### src/rtl/hdmi_rx_pkg.sv
// Shared types for the HDMI data-island receive path: packet type codes,
// unpack FSM states, the stereo FIFO entry and the InfoFrame checksum.
package hdmi_rx_pkg;

    localparam logic [7:0] PKT_NULL         = 8'h00;
    localparam logic [7:0] PKT_ACR          = 8'h01;
    localparam logic [7:0] PKT_AUDIO_SAMPLE = 8'h02;
    localparam logic [7:0] PKT_AVI          = 8'h82;
    localparam logic [7:0] PKT_AUDIO_INFO   = 8'h84;

    typedef enum logic {
        IDLE   = 1'b0,
        UNPACK = 1'b1
    } unpack_state_t;

    typedef struct packed {
        logic        block_start;
        logic [23:0] right;
        logic [23:0] left;
    } stereo_entry_t;

    // Mod-256 sum of the three header bytes and all 28 body bytes; zero means good.
    function automatic logic [7:0] infoframe_checksum(input logic [23:0]      header,
                                                      input logic [3:0][55:0] sub);
        logic [7:0] sum;
        sum = header[7:0] + header[15:8] + header[23:16];
        for (int i = 0; i < 4; i++) begin
            for (int j = 0; j < 7; j++) begin
                sum = sum + sub[i][8*j +: 8];
            end
        end
        return sum;
    endfunction

endpackage

### src/rtl/packet_sorter_if.sv
// Packet input and stereo audio output bundle of packet_sorter.
// Handshake: packet_valid is a one-cycle strobe with no back-pressure; audio
// transfers a word exactly on a cycle where audio_valid && audio_ready, and
// audio_valid/data stay stable until that transfer.
interface packet_sorter_if #(
    parameter int AUDIO_BIT_WIDTH = 16
);
    logic                             packet_valid;
    logic                             packet_error;
    logic [23:0]                      header;
    logic [3:0][55:0]                 sub;
    logic                             audio_valid;
    logic                             audio_ready;
    logic [1:0][AUDIO_BIT_WIDTH-1:0]  audio_sample_word;
    logic                             audio_block_start;

    modport master (
        output packet_valid, packet_error, header, sub, audio_ready,
        input  audio_valid, audio_sample_word, audio_block_start
    );

    modport slave (
        input  packet_valid, packet_error, header, sub, audio_ready,
        output audio_valid, audio_sample_word, audio_block_start
    );
endinterface

### src/rtl/audio_sample_fifo.sv
// Synchronous FIFO with a registered head: a written entry is visible on
// rd_data one cycle after the write; a pop on a full FIFO frees room for a same-cycle write.
module audio_sample_fifo #(
    parameter int DEPTH = 8,
    parameter int WIDTH = 33
) (
    input  logic             clk,
    input  logic             reset,
    input  logic             wr_en,
    input  logic [WIDTH-1:0] wr_data,
    input  logic             rd_en,
    output logic             full,
    output logic             empty,
    output logic [WIDTH-1:0] rd_data
);
    localparam int AW = $clog2(DEPTH);
    localparam logic [AW:0] FULL_COUNT = DEPTH[AW:0];

    logic [DEPTH-1:0][WIDTH-1:0] mem_q, mem_d;
    logic [AW-1:0]               wr_ptr_q, wr_ptr_d, rd_ptr_q, rd_ptr_d;
    logic [AW:0]                 count_q, count_d;
    logic                        valid_q, valid_d;
    logic [WIDTH-1:0]            data_q, data_d;
    logic                        do_push, do_pop;

    assign full    = (count_q == FULL_COUNT);
    assign empty   = !valid_q;
    assign rd_data = data_q;
    assign do_pop  = rd_en && valid_q;
    assign do_push = wr_en && (!full || do_pop);

    always_comb begin
        mem_d    = mem_q;
        wr_ptr_d = wr_ptr_q;
        rd_ptr_d = rd_ptr_q;
        count_d  = count_q;
        if (do_push) begin
            mem_d[wr_ptr_q] = wr_data;
            wr_ptr_d        = wr_ptr_q + AW'(1);
        end
        if (do_pop) begin
            rd_ptr_d = rd_ptr_q + AW'(1);
        end
        if (do_push && !do_pop) begin
            count_d = count_q + (AW+1)'(1);
        end else if (!do_push && do_pop) begin
            count_d = count_q - (AW+1)'(1);
        end
        // Reading the next image of the array makes a write into an empty FIFO show up next cycle.
        valid_d = (count_d != '0);
        data_d  = mem_d[rd_ptr_d];
    end

    always_ff @(posedge clk) begin
        if (reset) begin
            mem_q    <= '0;
            wr_ptr_q <= '0;
            rd_ptr_q <= '0;
            count_q  <= '0;
            valid_q  <= 1'b0;
            data_q   <= '0;
        end else begin
            mem_q    <= mem_d;
            wr_ptr_q <= wr_ptr_d;
            rd_ptr_q <= rd_ptr_d;
            count_q  <= count_d;
            valid_q  <= valid_d;
            data_q   <= data_d;
        end
    end
endmodule

### src/rtl/packet_sorter.sv
// Routes decoded HDMI data-island packets: audio samples into a stereo FIFO,
// ACR/AVI/Audio InfoFrame fields into status registers. Optional IEC 60958 parity check: PACKET_SORTER_PARITY_CHECK_EN.
module packet_sorter
    import hdmi_rx_pkg::*;
#(
    parameter int AUDIO_BIT_WIDTH = 16,
    parameter int FIFO_DEPTH      = 8
) (
    input  logic                clk_pixel,
    input  logic                reset,
    packet_sorter_if.slave      bus,
    output logic [19:0]         acr_n,
    output logic [19:0]         acr_cts,
    output logic                acr_update,
    output logic [6:0]          video_id_code,
    output logic                avi_update,
    output logic [2:0]          audio_channel_count,
    output logic                audio_info_update,
    output logic [3:0]          error_flags,
    output unpack_state_t       state_dbg
);
    localparam int ENTRY_W = 2 * AUDIO_BIT_WIDTH + 1;

    unpack_state_t    state_q, state_d;
    logic [3:0]       present_q, present_d, hold_b_q, hold_b_d;
    logic [3:0][55:0] hold_sub_q, hold_sub_d;
    logic [19:0]      acr_n_q, acr_n_d, acr_cts_q, acr_cts_d;
    logic             acr_update_q, acr_update_d, avi_update_q, avi_update_d;
    logic             info_update_q, info_update_d;
    logic [6:0]       vic_q, vic_d;
    logic [2:0]       cc_q, cc_d;
    logic [3:0]       flags_q, flags_d;

    logic               accept, pop, push, parity_ok, checksum_ok;
    logic               fifo_full, fifo_empty, unused_bits;
    logic [7:0]         hb0;
    logic [3:0]         present_in, b_in;
    logic [1:0]         idx;
    logic [55:0]        cur_sub;
    stereo_entry_t      cur_entry;
    logic [ENTRY_W-1:0] push_data, head;

    assign accept      = bus.packet_valid && !bus.packet_error;
    assign hb0         = bus.header[7:0];
    assign present_in  = bus.header[11:8];
    assign b_in        = bus.header[23:20];
    assign checksum_ok = (infoframe_checksum(bus.header, bus.sub) == 8'h00);
    assign pop         = bus.audio_valid && bus.audio_ready;

    // Lowest remaining present subpacket is the one unpacked this cycle.
    always_comb begin
        idx = 2'd0;
        for (int i = 3; i >= 0; i--) begin
            if (present_q[i]) idx = 2'(i);
        end
    end

    assign cur_sub   = hold_sub_q[idx];
    assign cur_entry = '{block_start: hold_b_q[idx], right: cur_sub[47:24], left: cur_sub[23:0]};
    assign push_data = {cur_entry.block_start,
                        cur_entry.right[23 -: AUDIO_BIT_WIDTH],
                        cur_entry.left[23 -: AUDIO_BIT_WIDTH]};
    assign unused_bits = ^{cur_entry, cur_sub[55:48]};

`ifdef PACKET_SORTER_PARITY_CHECK_EN
    assign parity_ok = !(^{cur_sub[23:0], cur_sub[51:48]}) && !(^{cur_sub[47:24], cur_sub[55:52]});
`else
    assign parity_ok = 1'b1;
`endif

    always_comb begin
        state_d       = state_q;
        present_d     = present_q;
        hold_b_d      = hold_b_q;
        hold_sub_d    = hold_sub_q;
        acr_n_d       = acr_n_q;
        acr_cts_d     = acr_cts_q;
        vic_d         = vic_q;
        cc_d          = cc_q;
        acr_update_d  = 1'b0;
        avi_update_d  = 1'b0;
        info_update_d = 1'b0;
        flags_d       = flags_q;
        push          = 1'b0;

        if (state_q == UNPACK) begin
            present_d = present_q & ~(4'b0001 << idx);
            push      = parity_ok;
            if (!parity_ok) flags_d[2] = 1'b1;
            if (present_d == 4'b0000) state_d = IDLE;
            if (accept) flags_d[1] = 1'b1;
        end else if (accept) begin
            case (hb0)
                PKT_NULL: ;
                PKT_ACR: begin
                    acr_cts_d    = {bus.sub[0][11:8], bus.sub[0][23:16], bus.sub[0][31:24]};
                    acr_n_d      = {bus.sub[0][35:32], bus.sub[0][47:40], bus.sub[0][55:48]};
                    acr_update_d = 1'b1;
                end
                PKT_AUDIO_SAMPLE: begin
                    if (present_in != 4'b0000) begin
                        state_d    = UNPACK;
                        present_d  = present_in;
                        hold_b_d   = b_in;
                        hold_sub_d = bus.sub;
                    end
                end
                PKT_AVI, PKT_AUDIO_INFO: begin
                    if (!checksum_ok) begin
                        flags_d[3] = 1'b1;
                    end else if (hb0 == PKT_AVI) begin
                        vic_d        = bus.sub[0][38:32];
                        avi_update_d = 1'b1;
                    end else begin
                        cc_d          = bus.sub[0][10:8];
                        info_update_d = 1'b1;
                    end
                end
                default: ;
            endcase
        end

        if (push && fifo_full && !pop) flags_d[0] = 1'b1;
    end

    always_ff @(posedge clk_pixel) begin
        if (reset) begin
            state_q       <= IDLE;
            present_q     <= '0;
            hold_b_q      <= '0;
            hold_sub_q    <= '0;
            acr_n_q       <= '0;
            acr_cts_q     <= '0;
            vic_q         <= '0;
            cc_q          <= '0;
            acr_update_q  <= 1'b0;
            avi_update_q  <= 1'b0;
            info_update_q <= 1'b0;
            flags_q       <= '0;
        end else begin
            state_q       <= state_d;
            present_q     <= present_d;
            hold_b_q      <= hold_b_d;
            hold_sub_q    <= hold_sub_d;
            acr_n_q       <= acr_n_d;
            acr_cts_q     <= acr_cts_d;
            vic_q         <= vic_d;
            cc_q          <= cc_d;
            acr_update_q  <= acr_update_d;
            avi_update_q  <= avi_update_d;
            info_update_q <= info_update_d;
            flags_q       <= flags_d;
        end
    end

    audio_sample_fifo #(
        .DEPTH (FIFO_DEPTH),
        .WIDTH (ENTRY_W)
    ) u_fifo (
        .clk     (clk_pixel),
        .reset   (reset),
        .wr_en   (push),
        .wr_data (push_data),
        .rd_en   (bus.audio_ready),
        .full    (fifo_full),
        .empty   (fifo_empty),
        .rd_data (head)
    );

    assign bus.audio_valid          = !fifo_empty;
    assign bus.audio_block_start    = head[ENTRY_W-1];
    assign bus.audio_sample_word[1] = head[2*AUDIO_BIT_WIDTH-1:AUDIO_BIT_WIDTH];
    assign bus.audio_sample_word[0] = head[AUDIO_BIT_WIDTH-1:0];

    assign acr_n               = acr_n_q;
    assign acr_cts             = acr_cts_q;
    assign acr_update          = acr_update_q;
    assign video_id_code       = vic_q;
    assign avi_update          = avi_update_q;
    assign audio_channel_count = cc_q;
    assign audio_info_update   = info_update_q;
    assign error_flags         = flags_q;
    assign state_dbg           = state_q;
endmodule

### src/flat_wrapper.sv
// flat-port wrapper written by rule: the top's interface ports become plain ports
module packet_sorter_flat import hdmi_rx_pkg::*;
#(
    parameter int AUDIO_BIT_WIDTH = 16,
    parameter int FIFO_DEPTH      = 8
)
  (clk_pixel, reset, acr_n, acr_cts, acr_update, video_id_code, avi_update, audio_channel_count, audio_info_update, error_flags, state_dbg, bus_packet_valid, bus_packet_error, bus_header, bus_sub, bus_audio_ready, bus_audio_valid, bus_audio_sample_word, bus_audio_block_start);
  packet_sorter_if #(.AUDIO_BIT_WIDTH(AUDIO_BIT_WIDTH)) bus_i ();
  input  logic clk_pixel;
  input  logic reset;
  output logic [19:0] acr_n;
  output logic [19:0] acr_cts;
  output logic acr_update;
  output logic [6:0] video_id_code;
  output logic avi_update;
  output logic [2:0] audio_channel_count;
  output logic audio_info_update;
  output logic [3:0] error_flags;
  output unpack_state_t state_dbg;
  input wire logic [$bits(bus_i.packet_valid)-1:0] bus_packet_valid;
  input wire logic [$bits(bus_i.packet_error)-1:0] bus_packet_error;
  input wire logic [$bits(bus_i.header)-1:0] bus_header;
  input wire logic [$bits(bus_i.sub)-1:0] bus_sub;
  input wire logic [$bits(bus_i.audio_ready)-1:0] bus_audio_ready;
  output wire logic [$bits(bus_i.audio_valid)-1:0] bus_audio_valid;
  output wire logic [$bits(bus_i.audio_sample_word)-1:0] bus_audio_sample_word;
  output wire logic [$bits(bus_i.audio_block_start)-1:0] bus_audio_block_start;
  assign bus_i.packet_valid = bus_packet_valid;
  assign bus_i.packet_error = bus_packet_error;
  assign bus_i.header = bus_header;
  assign bus_i.sub = bus_sub;
  assign bus_i.audio_ready = bus_audio_ready;
  assign bus_audio_valid = bus_i.audio_valid;
  assign bus_audio_sample_word = bus_i.audio_sample_word;
  assign bus_audio_block_start = bus_i.audio_block_start;
  packet_sorter #(.AUDIO_BIT_WIDTH(AUDIO_BIT_WIDTH), .FIFO_DEPTH(FIFO_DEPTH)) u_core (.clk_pixel(clk_pixel), .reset(reset), .bus(bus_i), .acr_n(acr_n), .acr_cts(acr_cts), .acr_update(acr_update), .video_id_code(video_id_code), .avi_update(avi_update), .audio_channel_count(audio_channel_count), .audio_info_update(audio_info_update), .error_flags(error_flags), .state_dbg(state_dbg));
endmodule
### config.mk
export PLATFORM = sky130hd
export DESIGN_NAME = packet_sorter_flat
export DESIGN_NICKNAME = d
export VERILOG_FILES = /design/src/rtl/hdmi_rx_pkg.sv /design/src/rtl/packet_sorter_if.sv /design/src/rtl/audio_sample_fifo.sv /design/src/rtl/packet_sorter.sv /design/src/flat_wrapper.sv
export SDC_FILE = /design/constraint.sdc
export NUM_CORES = 1
export LEC_CHECK = 0
export BUFFER_PORTS_ARGS = -buffer_cell sky130_fd_sc_hd__buf_2
export CAP_MARGIN = 10
export CORE_MARGIN = 2
export CORE_UTILIZATION = 29
export CTS_BUF_LIST = sky130_fd_sc_hd__clkbuf_8
export DETAILED_ROUTE_END_ITERATION = 10
export SYNTH_ARGS = -nofsm -noshare
export SYNTH_HDL_FRONTEND = slang
export SYNTH_SLANG_ARGS = --single-unit
### constraint.sdc
create_clock -name clk_pixel -period 7.8 [get_ports clk_pixel]
set_input_delay 0.78 -clock clk_pixel [delete_from_list [all_inputs] [get_ports clk_pixel]]
set_output_delay 0.78 -clock clk_pixel [all_outputs]
set_load 0.02 [all_outputs]
-- After elaboration in Yosys (flattened, before gate mapping)
Cells that the tools add are included.
- input port bits: 253
- register bits after elaboration: 597
- shifts and indexed selects: 1
- bitwise operators: 7
- $lt $le $gt $ge: 4
- eq/ne operators: 5
- reductions and logical operators: 30
- multiplexer cells: 30
- add/subtract/negate cells: 34
- operators by type and width (kind ; count):
    $bwmux 264 ; 1
    $mux 264 ; 1
    $add 8x8->8 ; 30
    $bmux 56 s2 ; 1
    $bmux 33 s3 ; 1
    $demux 33 s3 ; 1
    $mux 33 ; 2
    $mux 48 ; 1
    $mux 4 ; 6
    $eq 8x8->1 const B ; 2
    $mux 1 ; 10
    $reduce_and 5->1 ; 2
    $eq 8x1->1 const B ; 1
    $eq 8x2->1 const B ; 1
    $logic_and 1x1->1 ; 8
    $logic_not 8->1 ; 1
    $lt 3x4->1 const B ; 2
    $mux 2 ; 4
    $reduce_and 4->1 ; 2
    $reduce_bool 4->1 ; 2
    $add 3x1->3 const B ; 2
    $reduce_and 3->1 ; 2
    $reduce_bool 2->1 ; 3
    $not 1->1 ; 5
    other kinds (17) ; 20

-- Depth between registers and ports, before layout
Gate-level depths: netlist of run 1.
- depth in word-level cells: 33
- gate-level depth with buffers: 24

-- Hierarchy
From an unflattened synthesis of run 1, not the netlist that was laid out.
- cell total of the unflattened synthesis: 2963
- area total of the unflattened synthesis: 26412.8 µm²
- by module, submodules not included (module ; area an instance (µm²) ; seq. area each (µm²) ; times used ; cells an instance):
    audio_sample_fifo ; 13788.2 ; 6165.9 ; 1 ; 1562
    packet_sorter ; 12624.6 ; 3863.7 ; 1 ; 1401

-- Worst setup path before layout of run 1
Ideal clock, no wire load.
- path type: input to register
- from: input bus_sub[194]
- to: register u_core.vic_q[0], in the netlist u_core.video_id_code[0]
- library setup time: 0.070 ns
- data arrival time: 6.903 ns
- stages: 20
- buffers on the path: 0
- setup slack: 0.827 ns
- cells stage by stage: fa_1 inv_1 fa_1 fa_1 inv_1 fa_1 fa_1 inv_1 fa_1 fa_1 inv_1 fa_1 ha_1 inv_1 fa_1 nor4b_1 o21ai_0 nor4_1 nand3_1 a21oi_1
- cells in the longest elaborated chain, start to end: 6
- ends and longest elaborated chain (item ; RTL line ; RTL):
    start: declaration ; flat_wrapper.sv:23 ; input wire logic [$bits(bus_i.sub)-1:0] bus_sub;
    $add 8x8->8 (4 in series) ; hdmi_rx_pkg.sv:29 ; sum = sum + sub[i][8*j +: 8];
    $logic_not 8->1 ; packet_sorter.sv:47 ; assign checksum_ok = (infoframe_checksum(bus.header, bus.sub) == 8'h00);
    $reduce_and 5->1 (no line) ; -- ;
    end signal: assignment ; packet_sorter.sv:147 ; vic_q <= vic_d;
    end: declaration ; packet_sorter.sv:30 ; logic [6:0] vic_q, vic_d;
Every way passes these cells.
A chain may end at the register's enable or synchronous reset.

-- Final worst setup path of run 1
- from: input bus_sub[194]
- to: register u_core.vic_q[6], in the netlist u_core.video_id_code[6]
Same word-level chain as after synthesis.

==> results of run 1 <==
-- cell usage in the layout (no fill, tap or decap), types with 4 or more instances in the layout --
cell / instances
a2111oi_0: 13
a211o_1: 13
a211oi_1: 239
a21oi_1: 314
a221oi_1: 14
a311oi_1: 32
a31oi_1: 7
and3_1: 19
buf_2: 342
buf_4: 49
clkbuf_8: 105
clkinv_2: 16
dfxtp_1: 500
diode_2: 11
fa_1: 177
ha_1: 28
inv_1: 177
nand2_1: 437
nand3_1: 14
nand3b_1: 35
nor2_1: 364
nor2_2: 4
nor2b_1: 30
nor3_1: 37
nor4_1: 5
o211ai_1: 16
o21ai_0: 106
o21ai_1: 19
o221a_1: 10
o221a_2: 26
o221ai_1: 18
o22ai_1: 32
o311ai_0: 13
o32ai_1: 14
or2_2: 6
xnor2_1: 54
xor2_1: 12
-- critical path: cells and delay by family --
| family | cells | cell delay [ns] |
|---|---|---|
| fa+ha+maj | 10 | 4.72 |
| simple gates | 2 | 1.04 |
| compound gates | 3 | 0.65 |
| buf+inv | 6 | 0.43 |
-- state kept, by name (all words and copies together) (netlist names), 3 cells and up --
name / flops
u_core.acr_cts: 20
u_core.acr_n: 20
u_core.audio_channel_count: 3
u_core.error_flags: 3
u_core.hold_b_q: 4
u_core.hold_sub_q: 128
u_core.present_q: 4
u_core.u_fifo.count_q: 4
u_core.u_fifo.mem_q: 264
u_core.u_fifo.rd_data: 33
u_core.u_fifo.rd_ptr_q: 3
u_core.u_fifo.wr_ptr_q: 3
u_core.video_id_code: 7
-- per-layer routing --
metal	global-route usage	vias up
li1	-	11100
met1	0.272	11400
met2	0.322	865
met3	0.0373	152
met4	0.0597	8
met5	0	-
-- logic make-up (layout without fill, tap and decap cells) --
kind of cell | after synthesis | in the layout | synth area share
AOI/OAI and AO/OA | 904 | 904 | 0.224
xor gates and xnor gates | 71 | 71 | 0.0251
adders and majority gates | 206 | 206 | 0.147
buffers and inverters | 442 | 697 | 0.0665
DFF | 501 | 501 | 0.379
muxes | 3 | 3 | 0.00118
other | 1 | 12 | 0.000142
and+or+nand+nor | 984 | 984 | 0.157
-- where the power goes --
part | switching (mW) | total [mW] | leakage, nW | internal, mW
registers | 0.0431 | 2.67 | 4.04 | 2.63
logic | 5.89 | 9.97 | 6.26 | 4.08
clock network | 1.14 | 2.37 | 0.976 | 1.22
-- through the flow --
step / std cells / cell area [sq um] / worst slack, ns / hold slack, ns / total power, mW
after floorplan: 3112 / 26500 / 0.827 / 0.432 / 10.5
after global placement: 4392 / 29000 / 0.232 / 0.440 / 12.4
after detailed placement: 4392 / 29000 / 0.127 / 0.443 / 12.5
after CTS: 4543 / 30600 / 0.820 / 0.295 / 14.9
after global routing: 4552 / 30700 / 0.512 / 0.320 / 16.0
final: 4554 / 30700 / 0.673 / 0.349 / 15.0
-- worst max path at each step --
| stage | from | slack, ns | cells after the start | endpoint |
|---|---|---|---|---|
| finish | bus_sub[194] | 0.67 | 21 | u_core.video_id_code[6] |
| floorplan | bus_sub[194] | 0.83 | 20 | u_core.video_id_code[0] |
| global route | bus_sub[194] | 0.51 | 21 | u_core.video_id_code[3] |
| global placement | bus_sub[194] | 0.23 | 21 | u_core.video_id_code[1] |
| detailed placement | bus_sub[194] | 0.13 | 21 | u_core.video_id_code[3] |
| CTS | bus_sub[194] | 0.82 | 21 | u_core.video_id_code[6] |
-- area by class of cell --
type,instances,area [sq um]
inverter,153,574
sequential,501,10000
clock inverter,46,234
clock buffer,105,1450
fill,9505,59600
antenna,11,27.5
multi-input combinational,2169,14800
timing repair buffer,393,2110
tap,1176,1470
==> reports/metrics.yaml, run 1 <==
clock_tree:
  cts_buffers: 84
  cts.sinks: 501
  cts_tree: "yes"
  postCtsSetupBuffers: 0
  cts_resized: 0
  cts_hold_buf: 0
  clock_latency_ns: 0.70
  cts.path.max_buffers: 3
  clkTransAtPathRegs_ns: 0.06
  htreeDepth: 3
  cts_root_buffer: "clkbuf_8"
timing:
  rsz0062_at_grt: "false"
  relSlewSlack: 0.159
  fin_tns_setup_ns: 0
  maxSlewViolCount: 0
  period_share: 0.914
  max_freq_ghz: 0.140
  worst_pin_slew_ns: 1.26
  hold_viol: 0
  setup_viol: 0
  finClkSkew_ns: 0.0605
  min_period_ns: 7.13
global_routing:
  antenna_found_initial: 15
  grt_pass1_vias: 22400
  grt_pass1_wl_mm: 143
  grt_overflow: 0
  grt_max_degree: 189
  grt.total_usage: 0.200
detailed_routing:
  wl_met2_mm: 44.7
  ant_nets: 0
  wl_met3_mm: 6.84
  post-route-drc-count: 0
  vias: 23500
  dr.pass1.iters: 6
  wl_per_cell_um: 21.0
  wl_met1_mm: 41.7
  top_layer_used: "met5"
  vias_per_cell: 5.17
  routed_wl_mm: 95.8
  first_iter_violations: 2446
logic_synthesis:
  synth_area_sq_mm: 0.0265
  synth_nets: 3570
  yosysUniqueCellTypes: 72
  ys_seq_elements: 501
  synth-async-reset-ratio: 0
  synth_edf_count: 0
  netlist_top_cells_area: "dfxtp_1 38%, fa_1 13%, a211oi_1 6.8%"
  yosysMostFrequentCell: "dfxtp_1"
  synth_common_cells: "501 x dfxtp_1, 438 x nand2_1, 369 x nor2_1"
  synthCells: 3112
  yosys_warnings: 0
  avgSynthCellArea_sq_um: 8.51
  ys_seq_area_frac: 0.379
  synth_ff_type: "dfxtp_1"
  synth_area_leader_cell: "dfxtp_1"
  synth_top_area_frac: 0.379
critical_path:
  worstSetupPathType: "input port to flop"
  worstPathCellList: "buf_2, fa_1, inv_1, fa_1, fa_1, inv_1, fa_1, fa_1, inv_1, fa_1, fa_1, inv_1, fa_1, ha_1, inv_1, fa_1, nor4b_1, o21ai_0, or4_1, o21ai_0, a21oi_1"
  crit_fanout: 7
  cp.arrival_ns: 7.62
  worstSetupStartpointType: "input port"
  r2r_cells: 10
  reg2reg_to: "u_core.u_fifo.rd_data[3]"
  cp_slowest_stage_delay_ns: 0.73
  slowest_stage: "or4_1"
  rrSetupSlack_ns: 2.98
  endpoint_kind: "flop"
  cp_common_cell: "fa_1"
  critPathRequiredTime_ns: 8.29
  rr_startpoint: "u_core.u_fifo.count_q[1]"
power_and_ir_drop:
  powerDensity_mw_per_mm2: 489
  p_leak_nw: 11.3
  vdd_drop_max_mv: 1.74
placed_design:
  place.gp.congestion: 1.00
  port-buffer-count: 343
  place_hpwl_mm: 67.8
layout:
  post-route-util: 0.340
  syn_to_final_growth_pct: 15.8
  final_nets: 3760
  drive_above_1_share: 0.172
floorplan:
  die_w_um: 306
  num_rows: 110
  io_pins: 345
  die-area_sq_mm: 0.0938
  initial_core_util: 0.293
  die-height_um: 306
  coreArea_sq_mm: 0.0903
flow_run:
  cap_violations: 0
hold_path:
  holdCritPathClass: "input port to flop"
  hold_depth: 3
  min_to: "u_core.hold_b_q[3]"
  min_from: "bus_header[23]"
status:
  status: "finished clean"
(Power assumes the default switching activity.)
==> inputs of run 2 (changes only) <==
- PLACE_DENSITY: default -> 0.56
==> run 2 against run 1 <==
Compared with the run above:
- clock power about the same
- worst setup slack gained 0.21 ns
- sequential power hardly changed
- combinational power barely moved
- core utilization about the same
- die area did not move
- wire length increased by 0.95%
- clock skew fell by 0.0045 ns
- power up 1.7%
- largest power group unchanged
- highest routed layer is now met4
==> reports/metrics.yaml, run 2 (synthesis results as in run 1) <==
status:
  status: "finished clean"  # unchanged
layout:
  regArea_sq_mm: 0.0100  # unchanged
  drive_above_1_share: 0.170  # was 0.172
  multi_input_area_sq_mm: 0.0148  # about the same
  final_cells: 4555  # was 4554
  fin_area_sq_mm: 0.0307  # about the same
  num-fill-cells: 9633  # was 9505
  layout_common_cells: "500 x dfxtp_1, 437 x nand2_1, 365 x nor2_1, 342 x buf_2, 314 x a21oi_1"  # was 500 x dfxtp_1, 437 x nand2_1, 364 x nor2_1, 342 x buf_2, 314 x a21oi_1
  final_nets: 3773  # was 3760
  syn_to_final_growth_pct: 15.9  # was 15.8%
  largest_reg_flops: 264  # unchanged
  mostFrequentLayoutCell: "dfxtp_1"  # unchanged
  post-route-util: 0.340  # about the same
  largest-register: "u_core.u_fifo.mem_q"  # unchanged
timing:
  rsz0062_at_grt: "false"  # unchanged
  period_share: 0.887  # was 0.914
  max_freq_ghz: 0.145  # was 0.140 GHz
  fin_tns_setup_ns: 0  # unchanged
  hold_viol: 0  # unchanged
  worst_pin_slew_ns: 1.28  # was 1.26 ns
  setup_viol: 0  # unchanged
  maxSlewViolCount: 0  # unchanged
  relSlewSlack: 0.142  # was 0.159
  setup_ws_ns: 0.881  # was 0.673 ns
  finClkSkew_ns: 0.0560  # was 0.0605 ns
  min_period_ns: 6.92  # was 7.13 ns
clock_tree:
  htreeDepth: 3  # unchanged
  cts_root_buffer: "clkbuf_8"  # unchanged
  cts_hold_buf: 0  # unchanged
  clock_latency_ns: 0.72  # was 0.70 ns
  postCtsSetupBuffers: 0  # unchanged
  cts_resized: 0  # unchanged
  cts.sinks: 501  # unchanged
  clkTransAtPathRegs_ns: 0.07  # was 0.06 ns
  cts_buffers: 88  # was 84
  cts_tree: "yes"  # unchanged
  cts.path.max_buffers: 3  # unchanged
detailed_routing:
  first_iter_violations: 2105  # was 2446
  ant_nets: 0  # unchanged
  wl_per_cell_um: 21.2  # was 21.0 um
  vias_per_cell: 5.14  # was 5.17
  vias: 23400  # was 23500
  post-route-drc-count: 0  # unchanged
  routed_wl_mm: 96.8  # was 95.8 mm
  dr.pass1.iters: 5  # was 6
global_routing:
  grt_pass1_wl_mm: 145  # was 143 mm
  grt.total_usage: 0.202  # was 0.200
  grt_max_degree: 151  # was 189
  antenna_found_initial: 7  # was 15
  grt_overflow: 0  # unchanged
  grt_pass1_vias: 22200  # was 22400
critical_path:
  cp.arrival_ns: 7.48  # was 7.62 ns
  crit_fanout: 7  # unchanged
  worstSetupStartpointType: "input port"  # unchanged
  worstSetupPathType: "input port to flop"  # unchanged
  endpoint_kind: "flop"  # unchanged
  critPathRequiredTime_ns: 8.36  # was 8.29 ns
power_and_ir_drop:
  powerDensity_mw_per_mm2: 497  # was 489 mW/mm^2
  vdd_drop_max_mv: 2.18  # was 1.74 mV
  p_leak_nw: 11.3  # about the same
floorplan:
  io_pins: 345  # unchanged
  die_w_um: 306  # unchanged
  die-area_sq_mm: 0.0938  # unchanged
  coreArea_sq_mm: 0.0903  # unchanged
  initial_core_util: 0.293  # unchanged
  die-height_um: 306  # unchanged
  num_rows: 110  # unchanged
placed_design:
  port-buffer-count: 343  # unchanged
  place_hpwl_mm: 69.2  # was 67.8 mm
  place_inst: 4399  # was 4392
  place.gp.congestion: 0.962  # was 1.00
  place_area_sq_mm: 0.0290  # about the same
  post-place-ws_ns: 0.169  # was 0.127 ns
flow_run:
  cap_violations: 0  # unchanged
hold_path:
  holdCritPathClass: "input port to flop"  # unchanged
## run 2: cell types whose count changed in the layout (fill, tap and decap cells not counted), sizes merged
| cell | delta |
|---|---|
| buf | +9 |
| bufinv | +1 |
| clkbuf | -2 |
| clkinv | -12 |
| diode | -6 |
| inv | +11 |
## run 2: worst paths after layout
check | startpoint | to | slack, ns | depth (start not counted)
setup reg to reg | u_core.u_fifo.count_q[1] | u_core.u_fifo.rd_data[3] | 2.94 | 11
setup / recovery | bus_sub[194] | u_core.video_id_code[5] | 0.88 | 21
hold / removal | bus_sub[26] | u_core.acr_cts[2] | 0.32 | 3
hold reg to reg | u_core.acr_cts[18] | u_core.acr_cts[18] | 0.45 | 2
## run 2: per-layer routing
metal,part of all wire,global-route usage,vias up
met5,0,0,-
li1,-,-,11100
met1,0.44,0.278,11300
met3,0.066,0.0372,141
met2,0.47,0.322,797
met4,0.029,0.0632,0
## run 2: cell type report
class                      count  share of cell area
clock inverter                46             0.00831
clock buffer                 103              0.0462
inverter                     153              0.0187
tap                         1176              0.0479
antenna                        5            0.000408
sequential                   501               0.327
multi-input combinational   2169               0.481
timing repair buffer         402              0.0707
## run 2: critical path, cell delays in order
cell,delay [ns]
buf_2,0.11
fa_1,0.56
inv_1,0.07
fa_1,0.49
fa_1,0.52
inv_1,0.08
fa_1,0.47
fa_1,0.51
inv_1,0.05
fa_1,0.49
fa_1,0.49
inv_1,0.05
fa_1,0.49
ha_1,0.16
inv_1,0.06
fa_1,0.53
nor4b_1,0.28
o21ai_0,0.28
or4_1,0.69
o21ai_0,0.22
a21oi_1,0.09
## run 2: power breakdown
group / switching [mW] / internal (mW) / total (mW)
registers: 0.0315 / 2.63 / 2.66
clock network: 1.13 / 1.23 / 2.36
logic: 5.94 / 4.30 / 10.2
total: 7.11 / 8.16 / 15.3
## run 2: through the flow
stage / power, mW / hold slack, ns
floorplan: 10.5 / 0.432
global placement: 12.8 / 0.439
detailed placement: 12.9 / 0.443
CTS: 15.2 / 0.256
global route: 16.4 / 0.321
finish: 15.3 / 0.317
